[src/rtl/dfm_regbank.sv]
// Register bank for a multi-channel frequency meter: byte-wide read port, word-wide write port,
// shadow/active gate times with commit-on-gate-end, sticky done flags and a level interrupt.
module dfm_regbank #(
  parameter int unsigned CH_NUM            = 4,
  parameter logic [31:0] DEFAULT_GATE_TIME = 32'd1000000,
  parameter logic [7:0]  REV               = 8'h20
) (
  input  logic                  clk_i,
  input  logic                  rst_i,
  input  logic                  reg_rd_en_i,
  input  logic [7:0]            reg_rd_addr_i,
  output logic [7:0]            reg_rd_data_o,
  input  logic                  reg_wr_en_i,
  input  logic [7:0]            reg_wr_addr_i,
  input  logic [31:0]           reg_wr_data_i,
  input  logic [3:0]            reg_wr_be_i,
  input  logic [CH_NUM-1:0]     gate_done_i,
  output logic [32*CH_NUM-1:0]  gate_time_o,
  output logic [CH_NUM-1:0]     gate_load_o,
  output logic [CH_NUM-1:0]     ch_en_o,
  output logic                  irq_o
);

  logic [CH_NUM-1:0] ch_en_q, ch_en_d;
  logic [CH_NUM-1:0] irq_en_q, irq_en_d;
  logic [CH_NUM-1:0] done_q, done_d;
  logic [CH_NUM-1:0] pending_q, pending_d;
  logic [CH_NUM-1:0] load;
  logic [CH_NUM-1:0] gate_load_q;
  logic [31:0]       shadow_q [CH_NUM];
  logic [31:0]       shadow_d [CH_NUM];
  logic [31:0]       active_q [CH_NUM];
  logic [31:0]       active_d [CH_NUM];
  logic              irq_q;
  logic [7:0]        rd_data_q, rd_mux;
  logic [5:0]        wr_word;
  logic [7:0]        shadow_off, active_off;

  assign wr_word = reg_wr_addr_i[7:2];

  always_comb begin
    ch_en_d   = ch_en_q;
    irq_en_d  = irq_en_q;
    done_d    = done_q;
    pending_d = pending_q;
    // A load only ever sees the shadow value held before this edge.
    load      = pending_q & (gate_done_i | ~ch_en_q);
    for (int i = 0; i < int'(CH_NUM); i++) begin
      shadow_d[i] = shadow_q[i];
      active_d[i] = load[i] ? shadow_q[i] : active_q[i];
    end
    pending_d = pending_q & ~load;
    if (reg_wr_en_i) begin
      if (wr_word == 6'd1) begin
        if (reg_wr_be_i[0]) ch_en_d  = reg_wr_data_i[CH_NUM-1:0];
        if (reg_wr_be_i[1]) irq_en_d = reg_wr_data_i[8 +: CH_NUM];
      end
      if (wr_word == 6'd2 && reg_wr_be_i[0]) done_d = done_q & ~reg_wr_data_i[CH_NUM-1:0];
      // Commit set is applied after the load clear so a coincident request survives.
      if (wr_word == 6'd3 && reg_wr_be_i[0]) pending_d = pending_d | reg_wr_data_i[CH_NUM-1:0];
      for (int i = 0; i < int'(CH_NUM); i++) begin
        if (wr_word == 6'(4 + i)) begin
          for (int b = 0; b < 4; b++) begin
            if (reg_wr_be_i[b]) shadow_d[i][8*b +: 8] = reg_wr_data_i[8*b +: 8];
          end
        end
      end
    end
    done_d = done_d | gate_done_i;
  end

  assign shadow_off = reg_rd_addr_i - 8'h10;
  assign active_off = reg_rd_addr_i - 8'h30;

  always_comb begin
    rd_mux = 8'h00;
    unique case (reg_rd_addr_i)
      8'h00:   rd_mux = 8'hDF;
      8'h01:   rd_mux = REV;
      8'h02:   rd_mux = 8'(CH_NUM);
      8'h04:   rd_mux = 8'(ch_en_q);
      8'h05:   rd_mux = 8'(irq_en_q);
      8'h08:   rd_mux = 8'(done_q);
      8'h0C:   rd_mux = 8'(pending_q);
      default: rd_mux = 8'h00;
    endcase
    for (int i = 0; i < int'(CH_NUM); i++) begin
      if (shadow_off < 8'd32 && shadow_off[4:2] == 3'(i)) begin
        rd_mux = shadow_q[i][{shadow_off[1:0], 3'b000} +: 8];
      end
      if (active_off < 8'd32 && active_off[4:2] == 3'(i)) begin
        rd_mux = active_q[i][{active_off[1:0], 3'b000} +: 8];
      end
    end
  end

  always_ff @(posedge clk_i) begin
    if (rst_i) begin
      ch_en_q     <= '0;
      irq_en_q    <= '0;
      done_q      <= '0;
      pending_q   <= '0;
      gate_load_q <= '0;
      irq_q       <= 1'b0;
      rd_data_q   <= 8'h00;
      for (int i = 0; i < int'(CH_NUM); i++) begin
        shadow_q[i] <= DEFAULT_GATE_TIME;
        active_q[i] <= DEFAULT_GATE_TIME;
      end
    end else begin
      ch_en_q     <= ch_en_d;
      irq_en_q    <= irq_en_d;
      done_q      <= done_d;
      pending_q   <= pending_d;
      gate_load_q <= load;
      irq_q       <= |(done_q & irq_en_q);
      if (reg_rd_en_i) rd_data_q <= rd_mux;
      for (int i = 0; i < int'(CH_NUM); i++) begin
        shadow_q[i] <= shadow_d[i];
        active_q[i] <= active_d[i];
      end
    end
  end

  for (genvar g = 0; g < int'(CH_NUM); g++) begin : g_gate_time
    assign gate_time_o[32*g +: 32] = active_q[g];
  end

  assign reg_rd_data_o = rd_data_q;
  assign gate_load_o   = gate_load_q;
  assign ch_en_o       = ch_en_q;
  assign irq_o         = irq_q;

endmodule

[config.mk]
export PLATFORM = sky130hd
export DESIGN_NAME = dfm_regbank
export DESIGN_NICKNAME = d
export VERILOG_FILES = /design/src/rtl/dfm_regbank.sv
export SDC_FILE = /design/constraint.sdc
export NUM_CORES = 1
export LEC_CHECK = 0
export ABC_AREA = 1
export BUFFER_PORTS_ARGS = -buffer_cell sky130_fd_sc_hd__buf_2
export CELL_PAD_IN_SITES_DETAIL_PLACEMENT = 2
export CELL_PAD_IN_SITES_GLOBAL_PLACEMENT = 2
export CORE_UTILIZATION = 35
export CTS_BUF_LIST = sky130_fd_sc_hd__clkbuf_4
export DETAILED_ROUTE_END_ITERATION = 10
export MAX_ROUTING_LAYER = met4
export PLACE_DENSITY_LB_ADDON = 0.25
export SLEW_MARGIN = 20
export SYNTH_ARGS = -nofsm -noshare
export SYNTH_HDL_FRONTEND = slang
export SYNTH_SLANG_ARGS = --single-unit
[constraint.sdc]
create_clock -name clk_i -period 3.8 [get_ports clk_i]
set_input_delay 0.57 -clock clk_i [delete_from_list [all_inputs] [get_ports clk_i]]
set_output_delay 0.57 -clock clk_i [all_outputs]
set_load 0.01 [all_outputs]
==> flow_metrics.tcl, run 1 <==
set metrics [dict create \
    crit_path_max_incr_delay_ns 0.47 \
    ys_ff_latch 285 \
    drc_errors 0 \
    overflow 0 \
    synth_area_um2 12480 \
    fin_tns_setup_ns 0 \
    max_slew_margin_pct 39.42 \
    ys_types 41 \
    io_pins 205 \
    portBuffers 202 \
    drive_above_1_share_pct 19.98 \
    avgSynthCellArea_um2 7.125 \
    arrival_ns 2.85 \
    min_period_ns 2.256 \
    drv_slew 0 \
    cts_buffers 83 \
    antenna_found_initial 2 \
    finalInstanceArea_um2 15020 \
    crit_family "simple AND/OR/NAND/NOR gates" \
    tightest_slew_ns 0.9077 \
    rsz0062_at_grt "no" \
    ctsHtreeMaxLevel 3 \
    grt_util_all_layers_pct 32.93 \
    final_cell_mix "nor2_1, o21ai_0, dfxtp_1" \
    fin_worst_skew_ns 0.04012 \
    dp_hpwl_um 40960 \
    place_congestion 0.8686 \
    crit_path_start_kind "input pin" \
    path_common_cell "nand2_1" \
    p_per_area_nw_per_um2 447.7 \
    ant_nets 0 \
    insertion_delay_ns 0.77 \
    cp_data_required_time_ns 4.39 \
    final_common_cell "nor2_1" \
    syn_inst 1752 \
    rows 68 \
    wl_um 58780 \
    slowest_stage "nand2_2" \
    setup_viol_count_final 0 \
    routedWlPerCell_um 23.69 \
    max-cap-violations 0 \
    die_y_um 190.9 \
    post_cts_buffers 0 \
    synth-seq-area-share_pct 45.71 \
    hold_viol 0 \
    status "finished clean" \
    cts-root-buf "clkbuf_4" \
    grt_max_degree 133 \
    synth_edf_count 0 \
    clock_sinks 285 \
    utilization_pct 43.16 \
    placed_cell_area_um2 13870 \
    cts_tree "built" \
    whs_ns 0.1302 \
    synth_fp_nets 1815 \
    end_kind "flop" \
    fin_crit_sh_pct 59.36 \
    die_area_um2 36430 \
    nNetsFinal 2025 \
    ir_drop_mv 0.1862 \
    path_max_fanout 21 \
    coreArea_um2 34800 \
    path_class "in2reg" \
    grt_pass1_wl_um 87240 \
    first_iter_violations 1000 \
    crit_chain "buf_2 -> clkinv_2 -> nand2_2 -> nor2_1 -> nand3_1 -> nand3_1 -> o21ai_0 -> nand2_1 -> nand2_1 -> nand2_1 -> nand2_1 -> nand2_1 -> nand2_1 -> nand2_1 -> nand2_1 -> a21oi_2" \
    path_buf_inv 2 \
    initial_utilization_pct 35.87 \
    min_path_type "in2reg" \
    clk_pin_slew_ns 0.07 \
    max-clock-path-buffers 3 \
    firstDrtPassIters 5 \
    leakage_nw 6.673 \
    async_flop_share_pct 0 \
    via_per_inst 5.600 \
    yosysWarnings 0 \
    fmax_ghz 0.4433 \
    holdBufCountCts 0 \
    cts_resized 0 \
    synth_ff_type "dfxtp_1" \
    grt_pass1_vias 14357 \
    num_vias 13894 \
    die-width_um 190.9 \
    syn_to_final_growth_pct 20.33 \
]
[worst register-to-register path: cells and delay by family (launching register included)]
| kind | cells | cell delay, ns |
|---|---|---|
| compound gates | 1 | 0.14 |
| buf+inv | 3 | 1.10 |
| flops | 1 | 0.36 |
| simple gates | 2 | 0.38 |
[logic make-up (layout without fill, tap and decap cells)]
kind of cell | Yosys count | after routing | synth area share, %
AND/OR/NAND/NOR | 666 | 666 | 21.97
AO/OA/AOI/OAI | 565 | 565 | 24.43
flip-flops | 285 | 285 | 45.71
buffers and inverters | 233 | 503 | 7.597
adder cells (fa/ha/maj) | 3 | 3 | 0.3007
other | 0 | 4 | 0
[stage by stage]
stage                     power (mW)  worst slack [ns]  std cells
after global routing           6.961             1.425       2480
final                          6.725             1.544       2481
after CTS                      6.785             1.641       2477
after global placement         3.522            0.9317       2332
after floorplan                3.314             1.716       1752
after detailed placement       3.533            0.8633       2332
[report_power, final]
group | internal [mW] | switching (mW) | leakage [nW] | total, mW
logic | 0.111 | 0.362 | 3.70 | 0.473
clock network | 1.82 | 1.42 | 0.675 | 3.24
registers | 3.00 | 0.0107 | 2.30 | 3.01
[layout make-up]
class / instances / area (um^2)
sequential: 285 / 5705
inverter: 131 / 500.5
fill: 4119 / 19780
multi-input combinational: 1234 / 5871
timing repair buffer: 227 / 1224
clock buffer: 131 / 983.4
tap: 455 / 569.3
antenna: 4 / 10.01
clock inverter: 14 / 157.7
[registers in the layout, summed over array words and instances, names as in the netlist]
signal	flops
shadow_q	128
ch_en_o	4
active_q	128
gate_load_o	4
pending_q	4
reg_rd_data_o	8
irq_en_q	4
done_q	4
irq_o	1
[synth_stat cells (all sizes together), types with 5 or more instances]
library cell  number  share of area (%)
a221oi             5               0.35
o22ai             10               0.50
nor2             338                 11
o21ai            302                 12
a22oi             31                1.9
o211ai            21                1.3
clkbuf            69                2.1
dfxtp            285                 46
nand4              7               0.35
clkinv             5               0.16
nand2            237                7.4
nand3             76                3.2
o221ai             5               0.35
buf               33                1.5
a31oi             16               0.80
inv              126                3.8
a21oi            173                7.1
[layer usage]
layer | GRT usage [%] | vias to the layer above | part of all wire (%)
li1 | - | 6316 | -
met1 | 42.28 | 7008 | 45
met2 | 51.98 | 462 | 47
met3 | 5.981 | 108 | 6.0
met4 | 10.83 | 0 | 2.7
met5 | - | - | 0
[path summary, 6_finish.rpt]
| path | from | end | slack, ns | cells past startpoint |
|---|---|---|---|---|
| min reg2reg | reg_rd_data_o[7] | reg_rd_data_o[7] | 0.46 | 2 |
| max | reg_rd_addr_i[0] | reg_rd_data_o[0] | 1.54 | 16 |
| max reg2reg | ch_en_o[2] | active_q[2][22] | 1.72 | 6 |
| min | gate_done_i[0] | pending_q[0] | 0.13 | 4 |
(Power assumes the default switching activity.)
==> run 2: changes to the inputs <==
CORE_UTILIZATION = 33   (was 35)
clock period = 2.2 ns   (was 3.8 ns; I/O delays follow)
==> run 2 against run 1 <==
  * Hold slack lost 0.060 ns
  * Clock-buffer cell count shrank 10
  * Design area grew 7.1%
  * Sequential power grew 73%
  * Non-clock buffer count grew 118
  * Critical path depth shrank 7
  * Final cell count grew 6.5%
  * Largest power group unchanged
==> flow_metrics.tcl, run 2 (synthesized netlist as in run 1, its figures left out) <==
set metrics [dict create \
    path_buf_inv 1 \
    crit_path_start_kind "flop" \
    min_period_ns 2.007 \
    setup_viol_count_final 0 \
    io_pins 205 \
    wl_um 64920 \
    crit_chain "o21ai_0 -> a21oi_1 -> a221oi_1 -> buf_4 -> nor2_1 -> nor2_1 -> nand4_1 -> nand2_1 -> a21oi_1" \
    hold_viol 0 \
    fmax_ghz 0.4982 \
    combPwrFrac_pct 8.7 \
    clock_sinks 285 \
    die_y_um 196.5 \
    rr_startpoint "shadow_q[3][22]" \
    post_cts_buffers 0 \
    die-width_um 196.5 \
    hold_depth 5 \
    ctsHtreeMaxLevel 3 \
    reg2reg_slack_ns 0.19 \
    tightest_slew_ns 0.8894 \
    firstDrtPassIters 5 \
    max-cap-violations 0 \
    overflow 0 \
    holdBufCountCts 38 \
    arrival_ns 2.63 \
    drc_errors 0 \
    utilization_pct 43.61 \
    rsz0062_at_grt "no" \
    initial_utilization_pct 33.85 \
    path_max_fanout 2 \
    crit_family "compound AO/OA/AOI/OAI gates" \
    rows 70 \
    portBuffers 202 \
    cts_tree "built" \
    clk_pin_slew_ns 0.07 \
    syn_to_final_growth_pct 28.82 \
    final_cell_mix "nor2_1, o21ai_0, dfxtp_1" \
    drv_slew 0 \
    dp_hpwl_um 44270 \
    max-clock-path-buffers 3 \
    fin_crit_sh_pct 91.24 \
    die_area_um2 38610 \
    max_slew_margin_pct 40.64 \
    reg2reg_depth 9 \
    ir_drop_mv 0.3151 \
    p_seq_share_pct 45.2 \
    hp-start "reg_wr_be_i[0]" \
    holdPathEnd "pending_q[2]" \
    p_per_area_nw_per_um2 715.9 \
    fin_worst_skew_ns 0.04794 \
    ant_nets 0 \
    grt_util_all_layers_pct 34.47 \
    drive_above_1_share_pct 22.32 \
    place_congestion 0.8734 \
    num_vias 14572 \
    crit_path_max_incr_delay_ns 0.44 \
    status "finished clean" \
    coreArea_um2 36870 \
    pwr-share-clk_pct 46.1 \
    final_common_cell "nor2_1" \
    timing.rr.end "reg_rd_data_o[6]" \
    path_class "reg2reg" \
    cp_data_required_time_ns 2.82 \
    via_per_inst 5.513 \
    min_path_type "in2reg" \
    leakage_nw 7.204 \
    p_sw_mw 3.264 \
    cts_resized 0 \
    intPower_mw 8.249 \
    cts_buffers 83 \
    grt_pass1_vias 15552 \
    cts-root-buf "clkbuf_4" \
    first_iter_violations 1023 \
    routedWlPerCell_um 24.56 \
    grt_pass1_wl_um 97100 \
    grt_max_degree 79 \
    swShare_pct 28.35 \
    insertion_delay_ns 0.77 \
    nNetsFinal 2143 \
    antenna_found_initial 2 \
    end_kind "flop" \
    slowest_stage "a221oi_1" \
    whs_ns 0.07011 \
]
-- run 2: cell count changes in the layout (fill, tap and decap cells not counted), sizes merged --
cell	before	now
buf	227	307
bufinv	4	2
clkbuf	131	121
clkinv	15	19
clkinvlp	0	3
diode	4	2
dlygate4sd3	0	38
inv	126	128
-- run 2: layout make-up --
class | instances | area [um^2]
Fill cell | 4353 | 20790
Multi-Input combinational cell | 1234 | 5871
Sequential cell | 285 | 5705
Timing Repair Buffer | 345 | 2317
Clock buffer | 121 | 908.4
Tap cell | 504 | 630.6
Inverter | 131 | 500.5
Clock inverter | 21 | 142.6
Antenna cell | 2 | 5.005
-- run 2: worst reg2reg max path, stage by stage (launching register included) --
cell and delay [ns]:
dfxtp_1 0.31, o21ai_0 0.18, a21oi_1 0.13, a221oi_1 0.44, buf_4 0.20, nor2_1 0.04, nor2_1 0.10, nand4_1 0.21
nand2_1 0.16, a21oi_1 0.10
-- run 2: layer usage --
metal  track usage, %  vias up  wire, um
met5                -        -         0
met4            13.02        0      2329
met3            6.023      144      3813
met2            55.16      537     30580
met1            43.33     7336     28210
li1                 -     6555         -
-- run 2: metrics by stage --
stage               worst slack (ns)  instance area, um^2  total power [mW]  std cells  TNS [ns]
floorplan                     0.3558                12480             5.724       1752         0
global placement             -0.1083                14640             6.199       2461   -0.7270
detailed placement           -0.1809                14640             6.223       2461    -1.202
CTS                           0.2745                16080             11.51       2641         0
global route                  0.1059                16080             11.91       2643         0
finish                        0.1927                16080             11.51       2643         0
-- run 2: worst max-delay path by stage --
stage | slack [ns] | cells after the start | endpoint | from
global placement | -0.11 | 12 | reg_rd_data_o[6] | reg_rd_addr_i[5]
finish | 0.19 | 9 | reg_rd_data_o[6] | shadow_q[3][22]
global route | 0.11 | 9 | reg_rd_data_o[6] | shadow_q[3][22]
detailed placement | -0.18 | 16 | reg_rd_data_o[4] | reg_rd_addr_i[5]
floorplan | 0.36 | 14 | reg_rd_data_o[2] | reg_rd_addr_i[4]
CTS | 0.27 | 13 | reg_rd_data_o[3] | active_q[0][19]
-- run 2: power by group through the flow --
stage	Combinational, mW	Clock, mW	Sequential [mW]
floorplan	0.411	0	5.31
finish	1.00	5.31	5.20
global placement	0.883	0	5.32
detailed placement	0.905	0	5.32
global route	1.06	5.65	5.20
CTS	0.975	5.33	5.20
==> run 3: changes to the inputs <==
ABC_AREA = not set   (was 1)
CELL_PAD_IN_SITES_DETAIL_PLACEMENT = 0   (was 2)
CELL_PAD_IN_SITES_GLOBAL_PLACEMENT = 1   (was 2)
CORE_UTILIZATION = 45   (was 33)
==> run 3 against run 2 <==
  * Final cell count down 20%
  * Hold slack got worse by 0.033 ns
  * Synthesized area is 3.6% higher
  * Critical endpoint is now reg_rd_data_o[3]
  * Largest power group is now sequential cells
==> flow_metrics.tcl, run 3 <==
set metrics [dict create \
    status "finished clean" \
    die-width_um 171.6 \
    fin_cells 2126 \
    place_congestion 0.9351 \
    drive_above_1_share_pct 28.91 \
    arrival_ns 2.51 \
    avgSynthCellArea_um2 9.150 \
    placed_cell_area_um2 14720 \
    grt_util_all_layers_pct 32.84 \
    setup_viol_count_final 0 \
    fin_crit_sh_pct 89.43 \
    swShare_pct 26.00 \
    synth-seq-area-share_pct 44.10 \
    synthTopCellsByCount "nand2_1, dfxtp_1, a21oi_1, nor2_1, mux2i_1" \
    overflow 0 \
    fin_tns_setup_ns 0 \
    ctsHtreeMaxLevel 3 \
    top_usage_layer "met2" \
    max-cap-violations 0 \
    slowest_stage "mux4_2" \
    cts_tree "built" \
    hold_viol 0 \
    ys_types 63 \
    hp-start "reg_wr_be_i[0]" \
    hold_depth 3 \
    crit_family "compound AO/OA/AOI/OAI gates" \
    ys_ff_latch 285 \
    combPwrFrac_pct 7.9 \
    reg2reg_slack_ns 0.23 \
    synth_most_common_cell "nand2_1" \
    coreArea_um2 28010 \
    finalInstanceArea_um2 15880 \
    nNetsFinal 1759 \
    timing.rr.end "reg_rd_data_o[3]" \
    via_per_inst 5.672 \
    drv_slew 0 \
    intPower_mw 8.047 \
    first_iter_violations 1155 \
    num_vias 12059 \
    crit_chain "mux4_2 -> a21oi_1 -> nor2_1 -> a31oi_1 -> a211oi_1 -> a311oi_1 -> a2111oi_2" \
    met1_usage_pct 44.07 \
    clk_pin_slew_ns 0.07 \
    grt_pass1_vias 11226 \
    cts_buffers 78 \
    min_path_type "in2reg" \
    ir_drop_mv 0.3332 \
    path_class "reg2reg" \
    rr_startpoint "shadow_q[1][27]" \
    crit_path_start_kind "flop" \
    min_period_ns 1.967 \
    finalPower_mw 10.87 \
    synth_area_leader_cell "dfxtp_1" \
    globalRouteMet3Util_pct 6.006 \
    async_flop_share_pct 0 \
    place_inst 1977 \
    final_common_cell "nand2_1" \
    grt_max_degree 119 \
    final_cell_mix "nand2_1, dfxtp_1, buf_2" \
    die_area_um2 29430 \
    wl_um 46610 \
    io_pins 205 \
    insertion_delay_ns 0.71 \
    p_sw_mw 2.828 \
    firstDrtPassIters 5 \
    holdPathEnd "shadow_q[0][6]" \
    syn_inst 1414 \
    fmax_ghz 0.5083 \
    p_seq_share_pct 47.7 \
    num-fill-cells 2612 \
    cts_resized 0 \
    cts-root-buf "clkbuf_4" \
    post_cts_buffers 0 \
    path_buf_inv 0 \
    holdBufCountCts 14 \
    drc_errors 0 \
    synth_area_um2 12940 \
    leakage_nw 6.341 \
    crit_path_max_incr_delay_ns 0.52 \
    max-clock-path-buffers 3 \
    ant_nets 0 \
    dp_hpwl_um 32480 \
    grt.met2_usage_pct 48.95 \
    p_per_area_nw_per_um2 684.6 \
    synth_fp_nets 1477 \
    utilization_pct 56.71 \
    fin_worst_skew_ns 0.03173 \
    clock_sinks 285 \
    synth_ff_type "dfxtp_1" \
    max_slew_margin_pct 56.12 \
    tightest_slew_ns 0.6582 \
    routedWlPerCell_um 21.92 \
    reg2reg_depth 7 \
    path_max_fanout 3 \
    antenna_found_initial 1 \
    portBuffers 202 \
    rows 61 \
    synth_area_leaders "dfxtp_1, mux4_2, nand2_1, mux2i_1, a21oi_1" \
    die_y_um 171.6 \
    syn_to_final_growth_pct 22.78 \
    netlist.area_leader.share_pct 44.10 \
    pwr-share-clk_pct 44.4 \
    initial_utilization_pct 46.19 \
    end_kind "flop" \
    yosysWarnings 0 \
    grt_pass1_wl_um 68700 \
    synth_edf_count 0 \
    cp_data_required_time_ns 2.74 \
    rsz0062_at_grt "no" \
]
-- run 3: cell count changes after synthesis, sizes merged, moves of 63 or more --
| cell | previous run | this run |
|---|---|---|
| nor2 | 338 | 150 |
| mux4 | 0 | 64 |
| mux2i | 0 | 90 |
| nand3 | 76 | 13 |
| o21ai | 302 | 21 |
| inv | 126 | 14 |
| nand2 | 237 | 323 |
-- run 3: worst max-delay path by stage --
stage	start	slack, ns	cells past startpoint	end
final	shadow_q[1][27]	0.23	7	reg_rd_data_o[3]
after global routing	shadow_q[1][19]	0.15	7	reg_rd_data_o[3]
after CTS	shadow_q[1][27]	0.26	7	reg_rd_data_o[3]
after detailed placement	reg_rd_addr_i[4]	-0.19	11	reg_rd_data_o[3]
after global placement	reg_rd_addr_i[0]	-0.14	7	reg_rd_data_o[3]
after floorplan	reg_rd_addr_i[4]	0.09	11	reg_rd_data_o[1]
-- run 3: metrics by stage --
| stage | setup WS (ns) | hold WS [ns] |
|---|---|---|
| floorplan | 0.09059 | 0.4385 |
| global placement | -0.1412 | 0.4524 |
| detailed placement | -0.1850 | 0.4564 |
| CTS | 0.2612 | 0.002186 |
| global route | 0.1514 | 0.005837 |
| finish | 0.2325 | 0.03724 |
-- run 3: cell type report --
| class | count | area [um^2] | area share (%) |
|---|---|---|---|
| timing repair buffer | 302 | 2011 | 12.66 |
| sequential | 285 | 5705 | 35.92 |
| inverter | 14 | 55.05 | 0.3466 |
| multi-input combinational | 1015 | 6654 | 41.89 |
| clock buffer | 118 | 885.9 | 5.577 |
| tap | 378 | 473.0 | 2.978 |
| antenna | 1 | 2.502 | 0.01575 |
| clock inverter | 13 | 97.59 | 0.6144 |
-- run 3: cell families (layout without fill, tap and decap cells) --
| family | Yosys count | count (layout) | synth area share [%] |
|---|---|---|---|
| flip-flops | 285 | 285 | 44.10 |
| XOR/XNOR | 1 | 1 | 0.06771 |
| AND/OR/NAND/NOR | 591 | 591 | 20.24 |
| AO/OA/AOI/OAI | 262 | 262 | 12.37 |
| adder cells (fa/ha/maj) | 3 | 3 | 0.2902 |
| multiplexers | 158 | 158 | 18.45 |
| other | 0 | 1 | 0 |
| buffers and inverters | 114 | 447 | 4.478 |
-- run 3: worst min-delay path, delay by kind of cell --
family | cells | cell delay (ns)
AOI/OAI and AO/OA | 1 | 0.13
buffers and inverters | 1 | 0.13
and+or+nand+nor | 1 | 0.12
-- run 3: layer usage --
metal	vias to the layer above	routed length [um]
met5	-	0
met2	535	20970
met1	5889	20260
met4	0	1733
met3	87	3643
li1	5548	-
-- run 3: power groups by stage --
| stage | Combinational (mW) | Clock [mW] | Sequential, mW |
|---|---|---|---|
| finish | 0.855 | 4.83 | 5.19 |
| global route | 0.891 | 5.24 | 5.19 |
| CTS | 0.840 | 4.90 | 5.19 |
| detailed placement | 0.817 | 0 | 5.31 |
| global placement | 0.819 | 0 | 5.31 |
| floorplan | 0.441 | 0 | 5.30 |
